===== config.mk =====
export PLATFORM = sky130hd
export DESIGN_NAME = alu_pwr_ctrl
export DESIGN_NICKNAME = d
export VERILOG_FILES = /design/src/rtl/alu_pwr_pkg.sv /design/src/rtl/alu_pwr_ctrl_timer.sv /design/src/rtl/alu_pwr_ctrl.sv
export SDC_FILE = /design/constraint.sdc
export NUM_CORES = 1
export LEC_CHECK = 0
export ABC_AREA = 1
export BUFFER_PORTS_ARGS = -buffer_cell sky130_fd_sc_hd__buf_2
export CORE_MARGIN = 2
export CORE_UTILIZATION = 47
export CTS_CLUSTER_DIAMETER = 120
export CTS_CLUSTER_SIZE = 20
export DETAILED_ROUTE_END_ITERATION = 8
export PLACE_DENSITY = 0.79
export SLEW_MARGIN = 15
export SYNTH_ARGS = -nofsm -noshare
export SYNTH_HDL_FRONTEND = slang
export SYNTH_SLANG_ARGS = --single-unit

===== constraint.sdc =====
create_clock -name clk -period 1.89 [get_ports clk]
set_input_delay 0.189 -clock clk [delete_from_list [all_inputs] [get_ports clk]]
set_output_delay 0.189 -clock clk [all_outputs]
set_load 0.01 [all_outputs]

===== src/rtl/alu_pwr_pkg.sv =====
// Shared definitions for the ALU power-domain sequencer: state encodings,
// clamp-mode selectors and small elaboration-time helpers.
package alu_pwr_pkg;

  typedef logic [2:0] pwr_state_t;

  // Encodings are visible on pwr_state, so they are fixed values.
  localparam pwr_state_t StOn    = 3'd0;
  localparam pwr_state_t StDrain = 3'd1;
  localparam pwr_state_t StIso   = 3'd2;
  localparam pwr_state_t StOff   = 3'd3;
  localparam pwr_state_t StRamp  = 3'd4;
  localparam pwr_state_t StRst   = 3'd5;
  localparam pwr_state_t StUniso = 3'd6;

  localparam int unsigned CLAMP_CONST = 0;
  localparam int unsigned CLAMP_HOLD  = 1;

  // Bits needed to hold values 0..n-1, never less than one.
  function automatic int unsigned cnt_width(input int unsigned n);
    return (n > 1) ? $clog2(n) : 1;
  endfunction

  function automatic int unsigned max3(input int unsigned a, input int unsigned b,
                                       input int unsigned c);
    int unsigned m;
    m = (a > b) ? a : b;
    return (m > c) ? m : c;
  endfunction

  // Domain control levels for a state, packed as {alu_pwr_en, iso_en, alu_rst_n}.
  function automatic logic [2:0] state_ctrl(input pwr_state_t s);
    logic [2:0] c;
    case (s)
      StOn:    c = 3'b101;
      StDrain: c = 3'b101;
      StIso:   c = 3'b111;
      StOff:   c = 3'b010;
      StRamp:  c = 3'b110;
      StRst:   c = 3'b110;
      StUniso: c = 3'b111;
      default: c = 3'b110;
    endcase
    return c;
  endfunction

endpackage


===== src/rtl/alu_pwr_ctrl_timer.sv =====
// Loadable down-counter with a zero flag; one instance serves every timed
// state of the power sequencer since only one is ever active at a time.
module pwr_timer #(
  parameter int unsigned W       = 2,
  parameter logic [W-1:0] RST_VAL = '0
) (
  input  logic         clk,
  input  logic         rst_n,
  input  logic         load,
  input  logic [W-1:0] load_val,
  output logic         zero
);

  logic [W-1:0] cnt_q;

  // Load on state entry, otherwise count down and park at zero.
  always_ff @(posedge clk) begin
    if (!rst_n) begin
      cnt_q <= RST_VAL;
    end else if (load) begin
      cnt_q <= load_val;
    end else if (cnt_q != '0) begin
      cnt_q <= cnt_q - 1'b1;
    end
  end

  assign zero = (cnt_q == '0);

endmodule


===== src/rtl/alu_pwr_ctrl.sv =====
// ALU power-domain sequencer. Turns level power-down/up requests into the
// drain -> isolate -> power-off and ramp -> reset -> un-isolate sequences,
// and supplies the value downstream logic sees while the domain is isolated.
module alu_pwr_ctrl
  import alu_pwr_pkg::*;
#(
  parameter int unsigned  ISO_SETUP  = 2,
  parameter int unsigned  PWR_RAMP   = 4,
  parameter int unsigned  RST_HOLD   = 3,
  parameter int unsigned  DRAIN_MAX  = 8,
  parameter int unsigned  CLAMP_MODE = CLAMP_CONST,
  parameter logic [15:0]  CLAMP_VAL  = 16'h0000
) (
  input  logic        clk,
  input  logic        rst_n,
  input  logic        pwr_down_req,
  input  logic        pwr_up_req,
  input  logic        alu_busy,
  input  logic [15:0] alu_result,
  output logic        alu_pwr_en,
  output logic        iso_en,
  output logic        alu_rst_n,
  output logic [15:0] clamp_value,
  output logic [2:0]  pwr_state,
  output logic        down_done,
  output logic        up_done,
  output logic        drain_err
);

  localparam int unsigned TW = cnt_width(max3(ISO_SETUP, PWR_RAMP, RST_HOLD));
  localparam int unsigned DW = cnt_width(DRAIN_MAX);

  // Timer preloads are PARAM-1 so each timed state lasts exactly PARAM cycles.
  localparam logic [TW-1:0] ISO_LD  = TW'(ISO_SETUP - 1);
  localparam logic [TW-1:0] RAMP_LD = TW'(PWR_RAMP - 1);
  localparam logic [TW-1:0] RST_LD  = TW'(RST_HOLD - 1);
  localparam logic [DW-1:0] DRAIN_LAST = DW'(DRAIN_MAX - 1);

  localparam logic [2:0] RST_CTRL = state_ctrl(StRst);

  pwr_state_t    state_q, state_d;
  logic [DW-1:0] drain_cnt_q, drain_cnt_d;
  logic          tmr_load;
  logic [TW-1:0] tmr_val;
  logic          tmr_zero;
  logic          capture;
  logic          down_done_d, up_done_d, drain_err_d;
  logic [2:0]    ctrl_d;

  pwr_timer #(
    .W       (TW),
    .RST_VAL (RST_LD)
  ) u_timer (
    .clk      (clk),
    .rst_n    (rst_n),
    .load     (tmr_load),
    .load_val (tmr_val),
    .zero     (tmr_zero)
  );

  // Next-state, timer load and completion pulses.
  always_comb begin
    state_d     = state_q;
    drain_cnt_d = drain_cnt_q;
    tmr_load    = 1'b0;
    tmr_val     = ISO_LD;
    capture     = 1'b0;
    down_done_d = 1'b0;
    up_done_d   = 1'b0;
    drain_err_d = 1'b0;
    case (state_q)
      StOn: begin
        if (pwr_down_req) begin
          state_d     = StDrain;
          drain_cnt_d = '0;
        end
      end
      StDrain: begin
        if (!alu_busy) begin
          state_d  = StIso;
          tmr_load = 1'b1;
          tmr_val  = ISO_LD;
          capture  = 1'b1;
        end else if (drain_cnt_q == DRAIN_LAST) begin
          // ALU never went idle: abandon the power-down and stay powered.
          state_d     = StOn;
          drain_err_d = 1'b1;
        end else begin
          drain_cnt_d = drain_cnt_q + 1'b1;
        end
      end
      StIso: begin
        if (tmr_zero) begin
          state_d     = StOff;
          down_done_d = 1'b1;
        end
      end
      StOff: begin
        if (pwr_up_req) begin
          state_d  = StRamp;
          tmr_load = 1'b1;
          tmr_val  = RAMP_LD;
        end
      end
      StRamp: begin
        if (tmr_zero) begin
          state_d  = StRst;
          tmr_load = 1'b1;
          tmr_val  = RST_LD;
        end
      end
      StRst: begin
        if (tmr_zero) begin
          state_d = StUniso;
        end
      end
      StUniso: begin
        state_d   = StOn;
        up_done_d = 1'b1;
      end
      default: begin
        // Unused encoding: recover through the power-up reset hold.
        state_d  = StRst;
        tmr_load = 1'b1;
        tmr_val  = RST_LD;
      end
    endcase
  end

  assign ctrl_d = state_ctrl(state_d);

  // State, drain counter and registered outputs.
  always_ff @(posedge clk) begin
    if (!rst_n) begin
      state_q     <= StRst;
      drain_cnt_q <= '0;
      alu_pwr_en  <= RST_CTRL[2];
      iso_en      <= RST_CTRL[1];
      alu_rst_n   <= RST_CTRL[0];
      down_done   <= 1'b0;
      up_done     <= 1'b0;
      drain_err   <= 1'b0;
    end else begin
      state_q     <= state_d;
      drain_cnt_q <= drain_cnt_d;
      alu_pwr_en  <= ctrl_d[2];
      iso_en      <= ctrl_d[1];
      alu_rst_n   <= ctrl_d[0];
      down_done   <= down_done_d;
      up_done     <= up_done_d;
      drain_err   <= drain_err_d;
    end
  end

  // Clamp register: constant, or the last result seen as isolation begins.
  always_ff @(posedge clk) begin
    if (!rst_n) begin
      clamp_value <= CLAMP_VAL;
    end else if (capture && (CLAMP_MODE == CLAMP_HOLD)) begin
      clamp_value <= alu_result;
    end
  end

  assign pwr_state = state_q;

endmodule


After elaboration in Yosys (flattened, before gate mapping)
Cells that the tools add are included.
{ "op_classes": {"reduce_logical": 13, "n_addsub": 2, "n_eq_ne": 14, "mux": 24} }
{ "ops": {"columns": ["op", "count"], "rows": [
  ["$mux W3", 10],
  ["$pmux W3 S7", 1],
  ["$eq A3 B3 Y1 const B", 5],
  ["$eq A3 B2 Y1 const B", 4],
  ["$pmux W3 S3", 1],
  ["$mux W2", 4],
  ["$eq A3 B1 Y1 const B", 2],
  ["$logic_not A3 Y1", 2],
  ["$ne A2 B2 Y1 const B", 3],
  ["$pmux W2 S3", 1],
  ["$pmux W3 S2", 1],
  ["$reduce_bool A2 Y1", 3],
  ["$mux W1", 5],
  ["$reduce_or A5 Y1", 1],
  ["$pmux W1 S4", 1],
  ["$reduce_and A4 Y1", 1],
  ["$reduce_or A2 Y1", 2],
  ["$reduce_or A4 Y1", 1],
  ["$add A3 B1 Y3 const B", 1],
  ["$reduce_and A3 Y1", 1],
  ["$logic_not A2 Y1", 1],
  ["$reduce_and A2 Y1", 1],
  ["$sub A2 B1 Y2 const B", 1]
]} }
{ "totals": {"out_inout_bits": 25, "in_bits": 21, "elab_cells": 62, "register_bits": 14} }

Depth between registers and ports, before layout
{ "logic_depth": {"ltp_word": 7, "depth_mapped": 8, "mapped_depth_nobuf": 8} }

Hierarchy
A second synthesis with hierarchy kept.
{ "hier_totals": {"hier_cells": 112, "area_unflattened_um2": 845.8} }
{ "modules_own_cells": {"columns": ["module", "area_per_inst_um2", "seq_area_each_um2", "instances", "cells_per_inst"], "rows": [
  ["alu_pwr_ctrl", 733.2, 240.2, 1, 95],
  ["pwr_timer", 112.6, 40.0, 1, 17]
]} }

Worst setup path after synthesis
Ideal clock, no wire load.
{ "synth_timing": {"kind": "flip-flop to flip-flop", "start": "register drain_cnt_q[0]", "end": "register drain_cnt_q[0]", "setup_slack_ps": 666, "arrival_time_ps": 1111, "period_less_slack_ps": 1224, "stages_incl_launch_ff": 9, "required_time_ps": 1777, "setup_time_ps": 113, "cell_sequence": "dfxtp_1 ha_1 ha_1 inv_1 nand3_1 nor2_2 nor2_1 nor2_1 nor2_1"} }
{ "synth_via": {"elab_chain_cells": 4} }
{ "synth_lines": {"columns": ["item", "line", "text"], "rows": [
  ["start: declaration", "alu_pwr_ctrl.sv:42", "logic [DW-1:0] drain_cnt_q, drain_cnt_d;"],
  ["start signal: assignment", "alu_pwr_ctrl.sv:145", "drain_cnt_q <= drain_cnt_d;"],
  ["$add A3 B1 Y3", "alu_pwr_ctrl.sv:89", "drain_cnt_d = drain_cnt_q + 1'b1;"],
  ["$mux W3", "alu_pwr_ctrl.sv:84", "end else if (drain_cnt_q == DRAIN_LAST) begin"],
  ["$mux W3", "alu_pwr_ctrl.sv:79", "if (!alu_busy) begin"],
  ["$pmux W3 S2", "alu_pwr_ctrl.sv:71", "case (state_q)"]
]} }
Several ways; a longest one is shown, not always the timed one. The select of a mux whose other input is x is not followed.
A chain may end at the register's enable or synchronous reset.

Worst setup path after layout
{ "layout_timing": {"start": "register drain_cnt_q[0]", "end": "register drain_cnt_q[1]"} }
Same word-level chain as after synthesis.

==> qor.json <==
{
  "run_status": "completed",
  "clk_transition_reported_paths_ns": 0.09,
  "fin_skew_ns": 0.008240,
  "worst-r2r-cell-count": 8,
  "min_path_type": "in -> reg",
  "multiInputGateArea_um2": 411.6,
  "crit_type": "reg -> reg",
  "final.fill_count": 177,
  "cts.repair.resized": 0,
  "area_delta_synth_final_pct": 4.493,
  "routed_wl_um": 1442,
  "routabilityCongestion": 0.8310,
  "worst_setup_path_startpoint": "drain_cnt_q[0]",
  "clk_latency_ns": 0.29,
  "layout.area.seq_um2": 280.3,
  "fp-row-count": 15,
  "crit_path_max_fanout": 3,
  "timing_hold_violations_final": 0,
  "floorplan.initialDensity_pct": 50.00,
  "instance_area_at_placement_um2": 865.8,
  "synth.distinct_cells": 20,
  "synthMuxAreaShare_pct": 0,
  "via_count": 715,
  "async_reset_ff_share_pct": 0,
  "stdcell_area_um2": 902.1,
  "i_o_pins": 46,
  "cts.sinks": 14,
  "setup.worst_path.end_class": "flop",
  "grt_start_max_net_pins": 10,
  "drive_gt1_share_pct": 18.52,
  "ant_nets": 0,
  "cts_buffer_depth": 2,
  "worstHoldStart": "rst_n",
  "grt_util_all_layers_pct": 15.07,
  "synth_top_family_by_area": "simple AND/OR/NAND/NOR gates",
  "synth.cells.most_frequent": "nand2_1 (19), nor2_1 (19), buf_4 (17), inv_1 (17), dfxtp_1 (14)",
  "reg2reg_from": "drain_cnt_q[0]",
  "syn_area_per_cell_um2": 7.076,
  "synth-xor-area-share_pct": 1.014,
  "synth_top_flop_cell": "dfxtp_1",
  "die_width_um": 46.86,
  "wire_length_of_the_first_global_routing_pass_um": 2283,
  "floorplan.core_area_um2": 1727,
  "timing.hold.worst_path_depth": 2,
  "io_buffers": 13,
  "compound_gate_portion_of_the_synthesized_area_pct": 2.754,
  "cts.htree.levels": 1,
  "power_dens_cells_nw_per_um2": 1073,
  "synthesis.area_um2": 863.3,
  "ir_drop_uv": 328.0,
  "synthDominantCellAreaShare_pct": 32.46,
  "clk_root_buffer_cell": "clkbuf_4",
  "rsz0062_at_grt": "false",
  "ys_warn_count": 0,
  "cellLeakagePower_nw": 0.5018,
  "r2r-end": "drain_cnt_q[1]",
  "post-route-drc-count": 0,
  "chipHeight_um": 46.86,
  "crit_required_ns": 2.09,
  "synth_top_cells_by_area": "dfxtp_1 (32%), buf_4 (15%), nand2_1 (8.3%)",
  "totalNegativeSetupSlack_ns": 0,
  "critPathArrivalTime_ns": 1.55,
  "cells_after_synth": 122,
  "post_synth_fa_ha_maj_area_fraction_pct": 4.348,
  "cap_violations": 0,
  "diodes": 0,
  "post_drt_wl_per_cell_um": 9.013,
  "endpoint": "drain_cnt_q[1]",
  "cts_inserted_buffers": 3,
  "clock_tree_from_tritoncts": "built",
  "synth_enable_flop_cells": 0,
  "finalNetCount": 160,
  "fmax_mhz": 740.7,
  "cts.repair_timing.setup_buffer_count": 0,
  "startpoint_type_of_the_worst_setup_path": "flop",
  "initialDrtViolationCount": 7,
  "finalCritPeriodShare_pct": 71.43,
  "r2r_slack_ns": 0.54,
  "detailedRoute.firstPassIterationCount": 4,
  "timing.final.max_slew_violations": 0,
  "final_min_period_ns": 1.350,
  "synth_simple_gate_area_share_pct": 32.61,
  "cts_hold_buffers": 0,
  "synth_sequential_area_ratio_pct": 32.46,
  "grt_pass1_vias": 572,
  "postSynthRegisterBits": 14,
  "antenna_found_initial": 0,
  "vias_per_cell": 4.469,
  "floorplan.die_area_um2": 2196,
  "yosys.area.top_type": "dfxtp_1",
  "globalRouteOverflowTotal": 0,
  "post_dp_hpwl_um": 1122,
  "finalSetupViolations": 0
}
layout make-up:
| type | instances | area share [%] |
|---|---|---|
| clock buffer | 4 | 4.022 |
| inverter | 20 | 8.599 |
| multi-input combinational | 84 | 45.63 |
| sequential | 14 | 31.07 |
| tap | 25 | 3.467 |
| timing repair buffer | 13 | 7.212 |
metrics by stage:
stage | hold WS [ns] | worst slack (ns) | power (W) | instances | util, %
6_report | 0.1640 | 0.5400 | 0.0009682 | 160 | 52.25
5_1_grt | 0.1645 | 0.4110 | 0.001049 | 160 | 52.25
4_1_cts | 0.1529 | 0.5430 | 0.0009739 | 160 | 52.25
3_5_place_dp | 0.4528 | 0.5636 | 0.0007526 | 156 | 50.14
3_3_place_gp | 0.4513 | 0.5917 | 0.0007316 | 156 | 50.14
2_1_floorplan | 0.3288 | 0.6660 | 0.0007077 | 137 | -
layout by cell type, fill, tap and decap left out, drive strengths merged:
cell type and instances:
a21oi 1, buf 13, clkbuf 4, conb 16, dfxtp 14, ha 3
inv 20, nand2 20, nand3 11, nand4 3, nor2 22, nor3 3
nor4 1, o21ai 3, xnor2 1
cells by family (layout without fill, tap and decap cells):
| group | after synthesis | in the layout |
|---|---|---|
| other | 1 | 16 |
| buffers and inverters | 39 | 37 |
| XOR/XNOR | 1 | 1 |
| AO/OA/AOI/OAI | 4 | 4 |
| AND/OR/NAND/NOR | 60 | 60 |
| flip-flops | 14 | 14 |
| adder cells (fa/ha/maj) | 3 | 3 |
how the worst min path moves through the flow:
stage | to | slack (ns)
after detailed placement | alu_pwr_en | 0.45
after floorplan | drain_err | 0.33
after CTS | alu_pwr_en | 0.15
after global placement | alu_pwr_en | 0.45
after global routing | pwr_state[0] | 0.16
final | alu_pwr_en | 0.16
critical path: stages, from the launching register on:
cell,delay (ns)
dfxtp_1,0.34
ha_1,0.21
ha_1,0.17
inv_1,0.08
nand3_1,0.09
nor2_2,0.13
nor2_1,0.07
nor2_1,0.10
nor2_1,0.05
power by group:
| part | switching (W) | internal [W] | leakage, nW |
|---|---|---|---|
| clock network | 0.000104 | 0.000117 | 0.0210 |
| registers | 0.0000521 | 0.000343 | 0.114 |
| logic | 0.000219 | 0.000132 | 0.367 |
| total | 0.000375 | 0.000593 | 0.502 |
registers in the layout (all words and copies together) (netlist names):
| name | flops |
|---|---|
| drain_err | 1 |
| up_done | 1 |
| down_done | 1 |
| alu_pwr_en | 1 |
| alu_rst_n | 1 |
| drain_cnt_q | 3 |
| pwr_state | 3 |
| iso_en | 1 |
| u_timer.cnt_q | 2 |
metal layers:
metal | vias to the layer above | part of all wire [%] | global-route usage [%] | wire (um)
met5 | - | 0 | 0 | 0
met4 | 0 | 3.6 | 11.11 | 52
met3 | 7 | 7.8 | 3.846 | 112
met2 | 32 | 47 | 23.84 | 679
met1 | 308 | 41 | 17.48 | 598
li1 | 368 | - | - | -
(Power assumes the default switching activity.)
